`src/rtl/maria_pkg.sv`:
```
// Shared types for the Maria bus arbiter: bus ownership states and turnaround counter width.
package maria_pkg;

    typedef enum logic [2:0] {
        BUS_CPU,
        BUS_HALT_PEND,
        BUS_TURN_IN,
        BUS_DMA,
        BUS_TURN_OUT
    } bus_state_t;

    localparam int TURN_W = 2;

endpackage

```
`src/rtl/maria_bus_arbiter_if.sv`:
```
// CPU / DMA / system-bus signal bundle seen by the Maria bus arbiter.
interface maria_bus_arbiter_if;

    logic [15:0] cpu_addr;
    logic        cpu_rw;
    logic        dma_halt;
    logic        dma_drive;
    logic [15:0] dma_addr;
    logic [15:0] bus_addr;
    logic        bus_rw;
    logic        bus_oe;
    logic        cpu_rdy;
    logic        dma_grant;

    modport master (
        input  cpu_addr, cpu_rw, dma_halt, dma_drive, dma_addr,
        output bus_addr, bus_rw, bus_oe, cpu_rdy, dma_grant
    );

    modport slave (
        output cpu_addr, cpu_rw, dma_halt, dma_drive, dma_addr,
        input  bus_addr, bus_rw, bus_oe, cpu_rdy, dma_grant
    );

endinterface

```
`src/rtl/maria_sat_counter.sv`:
```
// Saturating up-counter with a clear that wins over increment, except that clear+inc loads 1.
module maria_sat_counter #(
    parameter int W = 9
) (
    input  logic         clk_sys,
    input  logic         reset_n,
    input  logic         en,
    input  logic         clr,
    input  logic         inc,
    output logic [W-1:0] q
);

    logic [W-1:0] cnt_q;
    logic [W-1:0] cnt_d;

    always_comb begin
        cnt_d = cnt_q;
        if (clr) begin
            cnt_d = inc ? W'(1) : '0;
        end else if (inc && (cnt_q != '1)) begin
            cnt_d = cnt_q + W'(1);
        end
    end

    always_ff @(posedge clk_sys or negedge reset_n) begin
        if (!reset_n) begin
            cnt_q <= '0;
        end else if (en) begin
            cnt_q <= cnt_d;
        end
    end

    assign q = cnt_q;

endmodule

```
`src/rtl/maria_bus_arbiter.sv`:
```
// Shares the system address bus between the 6502 and the Maria DMA engine: HALT becomes a
// CPU stall, owner changes get an undriven turnaround gap, and stolen cycles are counted per line.
module maria_bus_arbiter #(
    parameter int TURN_CYCLES = 1,
    parameter int WDOG_CYCLES = 511,
    parameter int CNT_W       = 9
) (
    input  logic                clk_sys,
    input  logic                reset_n,
    input  logic                mclk0,
    input  logic                pclk1,
    input  logic                line_start,
    maria_bus_arbiter_if.master bus,
    output logic [CNT_W-1:0]    stolen_cnt,
    output logic                dma_timeout
);
    import maria_pkg::*;

    localparam int WDOG_W = $clog2(WDOG_CYCLES + 1);

    bus_state_t        state_q, state_d;
    logic [TURN_W-1:0] turn_q, turn_d;
    logic [15:0]       addr_q, addr_d;
    logic              timeout_q, timeout_d;
    logic [WDOG_W-1:0] wdog_cnt;
    logic              in_dma;
    logic              in_turn;
    logic              turn_done;
    logic              wdog_expired;
    logic              wdog_clr;
    logic              rw_c;
    logic              oe_c;

    assign in_dma       = (state_q == BUS_DMA);
    assign in_turn      = (state_q == BUS_TURN_IN) || (state_q == BUS_TURN_OUT);
    assign turn_done    = (turn_q == TURN_W'(TURN_CYCLES - 1));
    assign wdog_expired = (wdog_cnt == WDOG_W'(WDOG_CYCLES - 1));

    // The grant waits for a read cycle boundary because the 6502 only honours RDY on reads.
    always_comb begin
        state_d   = state_q;
        timeout_d = timeout_q;
        case (state_q)
            BUS_CPU: begin
                if (bus.dma_halt) state_d = BUS_HALT_PEND;
            end
            BUS_HALT_PEND: begin
                if (!bus.dma_halt)                state_d = BUS_CPU;
                else if (pclk1 && bus.cpu_rw)     state_d = BUS_TURN_IN;
            end
            BUS_TURN_IN: begin
                if (turn_done) state_d = BUS_DMA;
            end
            BUS_DMA: begin
                if (wdog_expired) begin
                    timeout_d = 1'b1;
                    state_d   = BUS_TURN_OUT;
                end else if (!bus.dma_halt) begin
                    state_d = BUS_TURN_OUT;
                end
            end
            BUS_TURN_OUT: begin
                if (turn_done) state_d = BUS_CPU;
            end
            default: state_d = BUS_CPU;
        endcase
    end

    assign turn_d   = ((state_d != state_q) || !in_turn) ? '0 : turn_q + TURN_W'(1);
    assign wdog_clr = (state_d == BUS_TURN_IN) && (state_q != BUS_TURN_IN);

    // Undriven or idle-DMA ticks reuse addr_q so the bus keeps showing the last driven address.
    always_comb begin
        addr_d = addr_q;
        rw_c   = 1'b1;
        oe_c   = 1'b0;
        case (state_q)
            BUS_CPU, BUS_HALT_PEND: begin
                addr_d = bus.cpu_addr;
                rw_c   = bus.cpu_rw;
                oe_c   = 1'b1;
            end
            BUS_DMA: begin
                oe_c = bus.dma_drive;
                if (bus.dma_drive) addr_d = bus.dma_addr;
            end
            default: ;
        endcase
    end

    always_ff @(posedge clk_sys or negedge reset_n) begin
        if (!reset_n) begin
            state_q   <= BUS_CPU;
            turn_q    <= '0;
            addr_q    <= '0;
            timeout_q <= 1'b0;
        end else if (mclk0) begin
            state_q   <= state_d;
            turn_q    <= turn_d;
            addr_q    <= addr_d;
            timeout_q <= timeout_d;
        end
    end

    maria_sat_counter #(.W(CNT_W)) u_stolen (
        .clk_sys (clk_sys),
        .reset_n (reset_n),
        .en      (mclk0),
        .clr     (line_start),
        .inc     (in_dma),
        .q       (stolen_cnt)
    );

    maria_sat_counter #(.W(WDOG_W)) u_wdog (
        .clk_sys (clk_sys),
        .reset_n (reset_n),
        .en      (mclk0),
        .clr     (wdog_clr),
        .inc     (in_dma),
        .q       (wdog_cnt)
    );

    assign bus.bus_addr  = reset_n ? addr_d : 16'h0000;
    assign bus.bus_rw    = reset_n ? rw_c : 1'b1;
    assign bus.bus_oe    = oe_c;
    assign bus.cpu_rdy   = (state_q == BUS_CPU);
    assign bus.dma_grant = in_dma;
    assign dma_timeout   = timeout_q;

endmodule
```
`src/flat_wrapper.sv`:
```
// flat-port wrapper written by rule: the top's interface ports become plain ports
module maria_bus_arbiter_flat import maria_pkg::*;
#(
    parameter int TURN_CYCLES = 1,
    parameter int WDOG_CYCLES = 511,
    parameter int CNT_W       = 9
)
  (clk_sys, reset_n, mclk0, pclk1, line_start, stolen_cnt, dma_timeout, bus_cpu_addr, bus_cpu_rw, bus_dma_halt, bus_dma_drive, bus_dma_addr, bus_bus_addr, bus_bus_rw, bus_bus_oe, bus_cpu_rdy, bus_dma_grant);
  maria_bus_arbiter_if bus_i ();
  input  logic clk_sys;
  input  logic reset_n;
  input  logic mclk0;
  input  logic pclk1;
  input  logic line_start;
  output logic [CNT_W-1:0] stolen_cnt;
  output logic dma_timeout;
  input wire logic [$bits(bus_i.cpu_addr)-1:0] bus_cpu_addr;
  input wire logic [$bits(bus_i.cpu_rw)-1:0] bus_cpu_rw;
  input wire logic [$bits(bus_i.dma_halt)-1:0] bus_dma_halt;
  input wire logic [$bits(bus_i.dma_drive)-1:0] bus_dma_drive;
  input wire logic [$bits(bus_i.dma_addr)-1:0] bus_dma_addr;
  output wire logic [$bits(bus_i.bus_addr)-1:0] bus_bus_addr;
  output wire logic [$bits(bus_i.bus_rw)-1:0] bus_bus_rw;
  output wire logic [$bits(bus_i.bus_oe)-1:0] bus_bus_oe;
  output wire logic [$bits(bus_i.cpu_rdy)-1:0] bus_cpu_rdy;
  output wire logic [$bits(bus_i.dma_grant)-1:0] bus_dma_grant;
  assign bus_i.cpu_addr = bus_cpu_addr;
  assign bus_i.cpu_rw = bus_cpu_rw;
  assign bus_i.dma_halt = bus_dma_halt;
  assign bus_i.dma_drive = bus_dma_drive;
  assign bus_i.dma_addr = bus_dma_addr;
  assign bus_bus_addr = bus_i.bus_addr;
  assign bus_bus_rw = bus_i.bus_rw;
  assign bus_bus_oe = bus_i.bus_oe;
  assign bus_cpu_rdy = bus_i.cpu_rdy;
  assign bus_dma_grant = bus_i.dma_grant;
  maria_bus_arbiter #(.TURN_CYCLES(TURN_CYCLES), .WDOG_CYCLES(WDOG_CYCLES), .CNT_W(CNT_W)) u_core (.clk_sys(clk_sys), .reset_n(reset_n), .mclk0(mclk0), .pclk1(pclk1), .line_start(line_start), .bus(bus_i), .stolen_cnt(stolen_cnt), .dma_timeout(dma_timeout));
endmodule
```
`config.mk`:
```
export PLATFORM = sky130hd
export DESIGN_NAME = maria_bus_arbiter_flat
export DESIGN_NICKNAME = d
export VERILOG_FILES = /design/src/rtl/maria_pkg.sv /design/src/rtl/maria_bus_arbiter_if.sv /design/src/rtl/maria_sat_counter.sv /design/src/rtl/maria_bus_arbiter.sv /design/src/flat_wrapper.sv
export SDC_FILE = /design/constraint.sdc
export NUM_CORES = 1
export LEC_CHECK = 0
export BUFFER_PORTS_ARGS = -buffer_cell sky130_fd_sc_hd__clkbuf_2
export CAP_MARGIN = 5
export CORE_ASPECT_RATIO = 1.1
export CORE_MARGIN = 4
export CORE_UTILIZATION = 45
export CTS_CLUSTER_SIZE = 28
export DETAILED_ROUTE_END_ITERATION = 12
export HOLD_SLACK_MARGIN = 0.06
export PLACE_DENSITY_LB_ADDON = 0.15
export SYNTH_ARGS = -nofsm -noshare
export SYNTH_HDL_FRONTEND = slang
export SYNTH_SLANG_ARGS = --single-unit
```
`constraint.sdc`:
```
create_clock -name clk_sys -period 3 [get_ports clk_sys]
set_input_delay 0.15 -clock clk_sys [delete_from_list [all_inputs] [get_ports clk_sys]]
set_output_delay 0.15 -clock clk_sys [all_outputs]
set_load 0.1 [all_outputs]
```
==> results of run 1 <==
## placed cells by master (no fill, tap or decap), drive strengths merged, types with 7 or more instances in the layout
cell and count:
nand2 23, buf 20, o21ai 8, dfrtp 40
nand3 21, nor2 17, xnor2 7, clkbuf 61
a221o 16, a32oi 16, and3 18, inv 12
nor3 8
## logic make-up after synthesis
kind of cell,after synthesis
XOR/XNOR,9
multiplexers,2
buffers and inverters,39
AO/OA/AOI/OAI,65
adder cells (fa/ha/maj),6
AND/OR/NAND/NOR,106
flip-flops,40
## Yosys cell counts, drive strengths merged
library cell / number
dfrtp: 40
a31oi: 3
o2111ai: 1
xor2: 2
o2bb2ai: 1
a41oi: 1
nand4bb: 2
nand3: 21
and4b: 1
and3: 18
clkinv: 1
o31ai: 2
xnor2: 7
nand4: 3
nand4b: 1
a21o: 2
and4: 3
and4bb: 1
nor2b: 1
nor4: 1
a22o: 1
nor3: 8
mux2: 1
inv: 12
nand3b: 2
nand2b: 1
a221o: 16
clkbuf: 11
o22ai: 5
nand2: 23
nor2: 17
nor3b: 2
a32o: 1
mux2i: 1
ha: 6
a21boi: 1
o211ai: 1
buf: 15
o21ai: 8
a21oi: 6
a32oi: 16
and3b: 1
## cell type report
cell class / count / area (um^2)
tap: 75 / 93.8
fill: 483 / 2230
timing repair buffer: 73 / 616
sequential: 40 / 1000
clock buffer: 8 / 90.1
inverter: 13 / 53.8
multi-input combinational: 188 / 1270
## metrics by stage
stage,cell area (um^2),cells,util,setup slack [ps],hold slack [ps]
after floorplan,2460,267,-,261,-146
after global placement,3040,389,0.566,826,403
after detailed placement,3040,389,0.566,846,406
after CTS,3130,397,0.583,513,101
after global routing,3130,397,0.583,320,111
final,3130,397,0.583,520,92.2
## flip-flops by register name, summed over array words and instances (netlist names)
signal / flops
u_core.addr_q: 16
u_core.u_stolen.q: 9
u_core.u_wdog.q: 9
u_core.state_q: 3
u_core.turn_q: 2
u_core.dma_timeout: 1
## power breakdown
group | switching, W | leakage, nW | internal (W)
clock | 0.000184 | 0.0455 | 0.000188
combinational | 0.000986 | 0.945 | 0.000431
sequential | 0.000109 | 0.517 | 0.000656
## worst register-to-register path: cells and delay by family (launching register included)
kind / cells / cell delay (ps)
adder cells (fa/ha/maj): 1 / 210
AND/OR/NAND/NOR: 3 / 880
flip-flops: 1 / 430
XOR/XNOR: 1 / 140
AO/OA/AOI/OAI: 2 / 340
## per-layer routing
| metal | GRT usage | wire (um) |
|---|---|---|
| met5 | 0 | 0 |
| met4 | 0.0509 | 62 |
| met3 | 0.0378 | 376 |
| met2 | 0.317 | 3090 |
| met1 | 0.257 | 2740 |
## how the worst max path moves through the flow
stage | start | end | slack, ps
after floorplan | u_core.state_q[1] | bus_cpu_rdy | 260
after detailed placement | u_core.state_q[0] | bus_bus_addr[11] | 850
after CTS | u_core.state_q[1] | bus_bus_addr[11] | 510
final | u_core.state_q[1] | bus_bus_addr[0] | 520
after global routing | u_core.state_q[0] | bus_bus_addr[0] | 320
after global placement | u_core.state_q[0] | bus_bus_addr[1] | 830
==> flow_summary_export.csv, run 1 <==
group,metric,value,unit
run_status,status,"finished clean",
yosys,synth_area,2460,um^2
detailed_routing,vias_per_cell,5.70,
detailed_routing,routed_wl,6270,um
yosys,synth_fp_nets,313,
placement,portBuffers,69,
worst_setup_path,cp_data_arrival_time,2330,ps
floorplan,start_util,0.460,
floorplan,row_count,28,
run,cap_violations,0,
sta,max_freq,403,MHz
cells_and_area,drive_above_1_share,0.267,
yosys,synth-seq-cells,40,
cells_and_area,nNetsFinal,367,
cells_and_area,area_growth,26.9,%
sta,hold_viol,0,
worst_setup_path,crit_path_cell_trace,"and3b_1, and3_1, a32oi_1, nand2_1, buf_12",
sta,finalMaxSlewViolations,0,
cts,cts_resized,0,
worst_setup_path,rrSetupSlack,920,ps
cts,root_buffer,"clkbuf_8",
yosys,synthDistinctLibCells,48,
yosys,yosysTopAreaCellShare,0.406,
floorplan,die_h,85.6,um
sta,period_minus_slack,2480,ps
sta,finClkSkew,6.82,ps
global_route,overflow,0,
pwr,power_density,817,nW/um^2
cts,post-cts-setup-buffer-count,0,
cts,clk_path_buf_depth,2,
yosys,synth_cells,267,
pwr,ir_drop,0.504,mV
min_path,min_path_type,"in2async",
floorplan,die_w,78.5,um
cts,cts_tree,"yes",
yosys,synth-adder-area-share,0.0305,
yosys,synthSimpleGateAreaFrac,0.237,
worst_setup_path,r2r_cells,7,
global_route,antenna_found_initial,0,
worst_setup_path,path_max_fanout,16,
yosys,synthXorXnorAreaFrac,0.0320,
cts,clock-sinks,40,
detailed_routing,drcViolationCount,0,
yosys,synth_area_leaders,"dfrtp_1 41%, a221o_1 6.5%, a32oi_1 5.7%",
placement,gp_congestion,0.793,
sta,timing.setup.tns,0,ps
global_route,grt_pass1_wl,10500,um
sta,worst_pin_slew,812,ps
sta,final.period_utilization,0.827,
pwr,power.leakage,1.51,nW
cts,holdBufCountCts,0,
worst_setup_path,crit_path_start_kind,"flip-flop",
detailed_routing,drtIter0Drc,144,
floorplan,die_area,6720,um^2
worst_setup_path,end_kind,"primary output",
cts,tritoncts.num_buffers,5,
yosys,yosys_warnings,0,
detailed_routing,routedWlPerCell,15.8,um
yosys,synth.avg_cell_area,9.23,um^2
yosys,muxShareOfSynthArea,0.00863,
pwr,power,0.00255,W
cts,cts_max_level,2,
sta,rsz0062_at_grt,"false",
detailed_routing,route.vias.total,2263,
worst_setup_path,critPathRequiredTime,2850,ps
worst_setup_path,critPathTopFamily,"simple AND/OR/NAND/NOR gates",
global_route,grt_usage,0.192,
worst_setup_path,critPathKind,"reg2out",
sta,timing.max_slew.rel_slack,0.459,
sta,final-setup-viol-count,0,
global_route,grt_start_max_net_pins,74,
yosys,synth_top_family_by_area,"simple AND/OR/NAND/NOR gates",
placement,dp_hpwl,4320,um
worst_setup_path,path_buf_inv,1,
yosys,yosys.area.top_type,"dfrtp_1",
cts,clock_latency,290,ps
global_route,grt_pass1_vias,2217,
cts,clk_pin_slew_worst_paths,80,ps
cells_and_area,num_antenna_cells,0,
detailed_routing,antenna_left,0,
detailed_routing,drt-pass1-iter-count,4,
worst_setup_path,crit_path_top_delay_cell,"and3_1",
worst_setup_path,cp.depth,5,
yosys,synth_compound_gate_area_share,0.207,
worst_setup_path,r2r_end,"u_core.u_stolen.q[7]",
worst_setup_path,slowest_delay,620,ps
yosys,seq_area_frac_synth,0.406,
floorplan,core_area,5360,um^2
worst_setup_path,regToRegStartpoint,"u_core.u_stolen.q[3]",
floorplan,ioPinCount,70,
Note: power is estimated with default switching activity, not from simulation.
==> run 2, diff against run 1 <==
==> constraint.sdc (replaced) <==
create_clock -name clk_sys -period 2 [get_ports clk_sys]
set_input_delay 0.1 -clock clk_sys [delete_from_list [all_inputs] [get_ports clk_sys]]
set_output_delay 0.1 -clock clk_sys [all_outputs]
set_load 0.1 [all_outputs]
==> flow_summary_export.csv, run 2 (same netlist as run 1, synthesis figures left out) <==
group,metric,value,unit
pwr,clockPowerShare,0.159,
cells_and_area,nNetsFinal,395,
worst_setup_path,crit_path_start_kind,"flip-flop",
run,cap_violations,0,
run_status,status,"finished clean",
detailed_routing,antenna_left,0,
floorplan,die_w,78.5,um
sta,max_freq,508,MHz
cells_and_area,fin_util,0.658,
cts,cts_max_level,2,
pwr,power_density,1170,nW/um^2
placement,gp_congestion,0.826,
pwr,power,0.00412,W
pwr,ir_drop,0.941,mV
pwr,net-switching-power,0.00199,W
worst_setup_path,critPathKind,"reg2reg",
pwr,p_int,0.00213,W
floorplan,start_util,0.460,
cts,root_buffer,"clkbuf_8",
cts,tritoncts.num_buffers,5,
floorplan,row_count,28,
sta,final.period_utilization,0.983,
detailed_routing,routedWlPerCell,15.7,um
detailed_routing,routed_wl,6660,um
pwr,power.leakage,1.64,nW
worst_setup_path,path_max_fanout,6,
cts,clock_latency,290,ps
placement,post_dp_cell_area,3260,um^2
cells_and_area,layout_commonest_cell,"clkbuf_2",
sta,worst_pin_slew,640,ps
global_route,grt_usage,0.201,
placement,portBuffers,69,
cts,clk_pin_slew_worst_paths,80,ps
floorplan,core_area,5360,um^2
cells_and_area,num_antenna_cells,0,
cells_and_area,layout_common_cells,"52 x clkbuf_2, 31 x dfrtp_1, 22 x buf_4, 21 x nand3_1, 18 x buf_12",
pwr,seq_power_share,0.276,
pwr,p_comb_frac,0.565,
floorplan,die_h,85.6,um
sta,period_minus_slack,1970,ps
global_route,antenna_found_initial,0,
sta,hold_slack,75.0,ps
floorplan,die_area,6720,um^2
floorplan,ioPinCount,70,
global_route,grt_start_max_net_pins,57,
detailed_routing,drtIter0Drc,155,
placement,placed_cells,404,
cts,clk_path_buf_depth,2,
global_route,overflow,0,
cts,clock-sinks,40,
placement,dp_hpwl,4580,um
sta,finClkSkew,10.9,ps
cells_and_area,drive_above_1_share,0.409,
sta,rsz0062_at_grt,"true",
worst_setup_path,cp_data_arrival_time,2140,ps
cells_and_area,fin_cells,425,
cells_and_area,largest_reg_flops,16,
cells_and_area,top_register,"u_core.addr_q",
cells_and_area,final_area,3530,um^2
sta,finalMaxSlewViolations,0,
pwr,switching_share,0.482,
min_path,min_path_type,"in2reg",
sta,hold_viol,0,
sta,final-setup-viol-count,0,
sta,timing.max_slew.rel_slack,0.574,
detailed_routing,route.vias.total,2441,
global_route,grt_pass1_vias,2436,
worst_setup_path,end_kind,"flip-flop",
global_route,grt_pass1_wl,11200,um
cts,cts_tree,"yes",
cells_and_area,area_growth,43.1,%
detailed_routing,drcViolationCount,0,
detailed_routing,vias_per_cell,5.74,
detailed_routing,drt-pass1-iter-count,4,
worst_setup_path,critPathRequiredTime,2170,ps
==> run 2: cell types whose count changed in the layout (fill, tap and decap cells not counted), moves of 2 or more <==
cell,before,now
buf_12,16,18
nand2_1,21,5
ha_1,6,4
dfrtp_1,40,31
dlygate4sd3_1,0,8
dfrtp_2,0,3
dfrtp_4,0,6
nand2_2,1,17
clkbuf_1,2,0
buf_4,4,22
==> run 2: per-layer routing <==
layer  GRT usage  up-vias  wire [um]
li1            -     1170          -
met5           0        -          0
met3      0.0368        7        324
met2       0.354       68       3290
met4      0.0350        0         62
met1       0.262     1196       2980
==> run 2: path summary, 6_finish.rpt <==
check / slack (ps) / end / from / cells past startpoint
setup / recovery: 30 / u_core.u_stolen.q[7] / u_core.u_stolen.q[1] / 7
hold / removal: 80 / u_core.addr_q[15] / bus_dma_addr[15] / 2
setup reg to reg: 30 / u_core.u_stolen.q[7] / u_core.u_stolen.q[1] / 7
hold reg to reg: 470 / u_core.dma_timeout / u_core.dma_timeout / 2
max in group asynchronous: 960 / u_core.u_stolen.q[0] / reset_n / 4
min in group asynchronous: 430 / u_core.addr_q[4] / reset_n / 3
==> run 2: worst max-delay path: stages (launching register included) <==
cell	delay, ps
dfrtp_4	500
ha_4	170
and4_1	190
ha_2	170
and4bb_4	380
o211ai_1	120
xnor2_1	150
a21boi_2	160
==> run 2: power by group through the flow <==
stage	sequential [W]	clock, W	combinational (W)
final	0.00114	0.000656	0.00233
after global routing	0.00116	0.000711	0.00245
after CTS	0.00113	0.000675	0.00229
after detailed placement	0.00114	0	0.00227
after global placement	0.00113	0	0.00225
after floorplan	0.00135	0	0.00141
==> run 2: final cells by class <==
type / instances / area [um^2]
Clock buffer: 5 / 68.8
Tap cell: 75 / 93.8
Inverter: 13 / 53.8
Timing Repair Buffer: 101 / 877
Clock inverter: 3 / 42.5
Multi-Input combinational cell: 188 / 1360
Fill cell: 441 / 1830
Sequential cell: 40 / 1030
==> run 2: stage by stage <==
step,setup WS (ps),TNS (ps)
final,33.2,0
after global routing,-51.0,-109
after CTS,12.7,0
after detailed placement,-6.98,-6.98
after global placement,38.2,0
after floorplan,-118,-222
==> run 2: repair_timing <==
action	CTS	global route
hold buffers	7	1
setup buffers	0	5
endpoints found under the hold margin	28	1
endpoints found under the setup margin	18	14
resized for setup	2	9
pin swaps	1	3
==> run 3, diff against run 2 <==
--- a/config.mk
+++ b/config.mk
@@ -5,6 +5,7 @@
 export SDC_FILE = /design/constraint.sdc
 export NUM_CORES = 1
 export LEC_CHECK = 0
+export ABC_AREA = 1
 export BUFFER_PORTS_ARGS = -buffer_cell sky130_fd_sc_hd__clkbuf_2
 export CAP_MARGIN = 5
 export CORE_ASPECT_RATIO = 1.1
==> flow_summary_export.csv, run 3 <==
group,metric,value,unit
run_status,status,"finished clean",
sta,final.period_utilization,0.956,
placement,placed_cells,513,
worst_setup_path,r2r_end,"u_core.u_wdog.q[7]",
worst_setup_path,rrSetupSlack,170,ps
global_route,grt_usage,0.176,
floorplan,die_area,7190,um^2
worst_setup_path,critPathKind,"reg2out",
sta,max_freq,523,MHz
worst_setup_path,regToRegStartpoint,"u_core.u_wdog.q[1]",
pwr,clockPowerShare,0.161,
pwr,switching_share,0.475,
min_path,hp-start,"bus_cpu_addr[13]",
pwr,net-switching-power,0.00192,W
worst_setup_path,critPathRequiredTime,1900,ps
sta,timing.setup.tns,0,ps
floorplan,core_area,5730,um^2
global_route,overflow,0,
pwr,ir_drop,0.606,mV
floorplan,die_w,81.2,um
cts,root_buffer,"clkbuf_8",
worst_setup_path,end_kind,"primary output",
cells_and_area,nNetsFinal,498,
detailed_routing,drcViolationCount,0,
pwr,power.leakage,1.93,nW
cells_and_area,largest_reg_flops,16,
sta,finalMaxSlewViolations,0,
cts,clk_pin_slew_worst_paths,80,ps
floorplan,ioPinCount,70,
worst_setup_path,path_max_fanout,16,
cts,cts_max_level,2,
yosys,yosysMostFrequentCell,"nand2_1",
cells_and_area,fill_cells,518,
sta,setup_slack,88.9,ps
worst_setup_path,r2r_cells,10,
yosys,synth-seq-cells,40,
cells_and_area,fin_util,0.636,
yosys,yosysTopAreaCellShare,0.377,
yosys,seq_area_frac_synth,0.377,
placement,dp_hpwl,4620,um
yosys,synth.avg_cell_area,7.14,um^2
cts,cts_tree,"yes",
floorplan,start_util,0.463,
detailed_routing,routed_wl,6040,um
pwr,p_int,0.00213,W
pwr,seq_power_share,0.293,
sta,worst_pin_slew,605,ps
cells_and_area,layout_common_cells,"136 x nand2_1, 52 x clkbuf_2, 36 x nand3_1, 29 x dfrtp_1, 28 x inv_1",
cts,clock_latency,290,ps
global_route,grt_pass1_wl,10100,um
min_path,min_to,"u_core.addr_q[13]",
global_route,grt_start_max_net_pins,26,
detailed_routing,routedWlPerCell,11.4,um
cells_and_area,top_register,"u_core.addr_q",
floorplan,row_count,29,
yosys,synth_area_leaders,"dfrtp_1 38%, nand2_1 20%, nand3_1 6.8%",
detailed_routing,antenna_left,0,
cts,clk_path_buf_depth,2,
yosys,async_flop_share,1.00,
sta,hold_viol,0,
cts,clock-sinks,40,
pwr,p_comb_frac,0.547,
yosys,synth_ff_type,"dfrtp_1",
yosys,synth_edf_count,0,
sta,hold_slack,138,ps
worst_setup_path,crit_path_start_kind,"flip-flop",
yosys,synth_common_cells,"143 x nand2_1, 40 x dfrtp_1, 40 x inv_1, 36 x nand3_1, 26 x nor2_1",
sta,final-setup-viol-count,0,
yosys,synth_cells,372,
yosys,synth_fp_nets,418,
worst_setup_path,cp_data_arrival_time,1810,ps
pwr,power_density,1110,nW/um^2
min_path,holdPathStages,5,
yosys,yosys_warnings,0,
sta,period_minus_slack,1910,ps
yosys,synthDistinctLibCells,34,
placement,dpl_worst_slack,136,ps
global_route,grt_pass1_vias,2290,
placement,gp_congestion,0.876,
yosys,synth_area,2660,um^2
run,cap_violations,0,
placement,portBuffers,69,
sta,finClkSkew,6.15,ps
cells_and_area,drive_above_1_share,0.351,
yosys,yosys.area.top_type,"dfrtp_1",
cells_and_area,num_antenna_cells,0,
global_route,antenna_found_initial,0,
cells_and_area,layout_commonest_cell,"nand2_1",
floorplan,die_h,88.6,um
detailed_routing,route.vias.total,2528,
detailed_routing,vias_per_cell,4.77,
cells_and_area,fin_cells,530,
min_path,min_path_type,"in2reg",
sta,timing.max_slew.rel_slack,0.597,
cells_and_area,area_growth,37.2,%
detailed_routing,drt-pass1-iter-count,4,
cts,tritoncts.num_buffers,5,
detailed_routing,drtIter0Drc,87,
==> run 3: repair_timing <==
item                                   CTS  global route
cloned                                   0             0
hold buffers                             2             0
setup endpoints to repair               16            22
setup buffers                            0             7
resized for setup                        5            21
endpoints found under the hold margin    7             0
==> run 3: area by class of cell <==
| class | count | area (um^2) | share of cell area |
|---|---|---|---|
| Clock buffer | 5 | 68.8 | 0.0189 |
| Clock inverter | 3 | 42.5 | 0.0117 |
| Inverter | 47 | 238 | 0.0652 |
| Multi-Input combinational cell | 273 | 1440 | 0.396 |
| Sequential cell | 40 | 1020 | 0.280 |
| Tap cell | 77 | 96.3 | 0.0264 |
| Timing Repair Buffer | 85 | 737 | 0.202 |
==> run 3: worst max path at each step <==
stage / start / to / slack, ps / depth (start not counted)
4_1_cts: u_core.state_q[1] / bus_bus_addr[13] / 10 / 11
2_1_floorplan: u_core.state_q[0] / bus_bus_addr[10] / 20 / 12
5_1_grt: u_core.state_q[2] / bus_bus_addr[8] / -20 / 11
3_3_place_gp: u_core.state_q[0] / bus_bus_addr[15] / 220 / 11
6_report: u_core.state_q[1] / bus_bus_addr[13] / 90 / 11
3_5_place_dp: u_core.u_stolen.q[0] / u_core.u_stolen.q[2] / 140 / 10
==> run 3: cells by family (layout without fill, tap and decap cells) <==
family          count (synthesis)  in the layout  synth area share
simple gates                  244            244             0.438
buf+inv                        59            140            0.0971
flops                          40             40             0.377
compound gates                 18             18            0.0429
fa+ha+maj                       6              6            0.0283
xor+xnor                        5              5            0.0165
==> run 3: power by group through the flow <==
stage | sequential [W] | clock [W] | combinational [W]
final | 0.00119 | 0.000650 | 0.00221
after global routing | 0.00121 | 0.000704 | 0.00238
after CTS | 0.00118 | 0.000680 | 0.00214
after detailed placement | 0.00120 | 0 | 0.00212
after global placement | 0.00119 | 0 | 0.00211
after floorplan | 0.00124 | 0 | 0.00150
==> run 3: worst max-delay path, stage by stage (launching register included) <==
cell and delay (ps):
dfrtp_2 470, nor2_4 150, nand2_2 80, nand2_4 90, inv_4 50, nand2_8 80, inv_16 70, nand2_4 50
nand3_2 60, nand2_1 100, clkinvlp_4 120, buf_12 170
==> run 3: routing by layer <==
layer	vias to the layer above	share of wire	GRT usage
li1	1325	-	-
met1	1138	0.45	0.225
met2	60	0.49	0.305
met3	5	0.058	0.0356
met4	0	0.0084	0.0476
met5	-	0	0
==> run 3: per-stage QoR <==
| stage | power [W] | area, um^2 |
|---|---|---|
| finish | 0.00405 | 3640 |
| global route | 0.00430 | 3640 |
| CTS | 0.00401 | 3530 |
| detailed placement | 0.00332 | 3390 |
| global placement | 0.00330 | 3390 |
| floorplan | 0.00273 | 2720 |
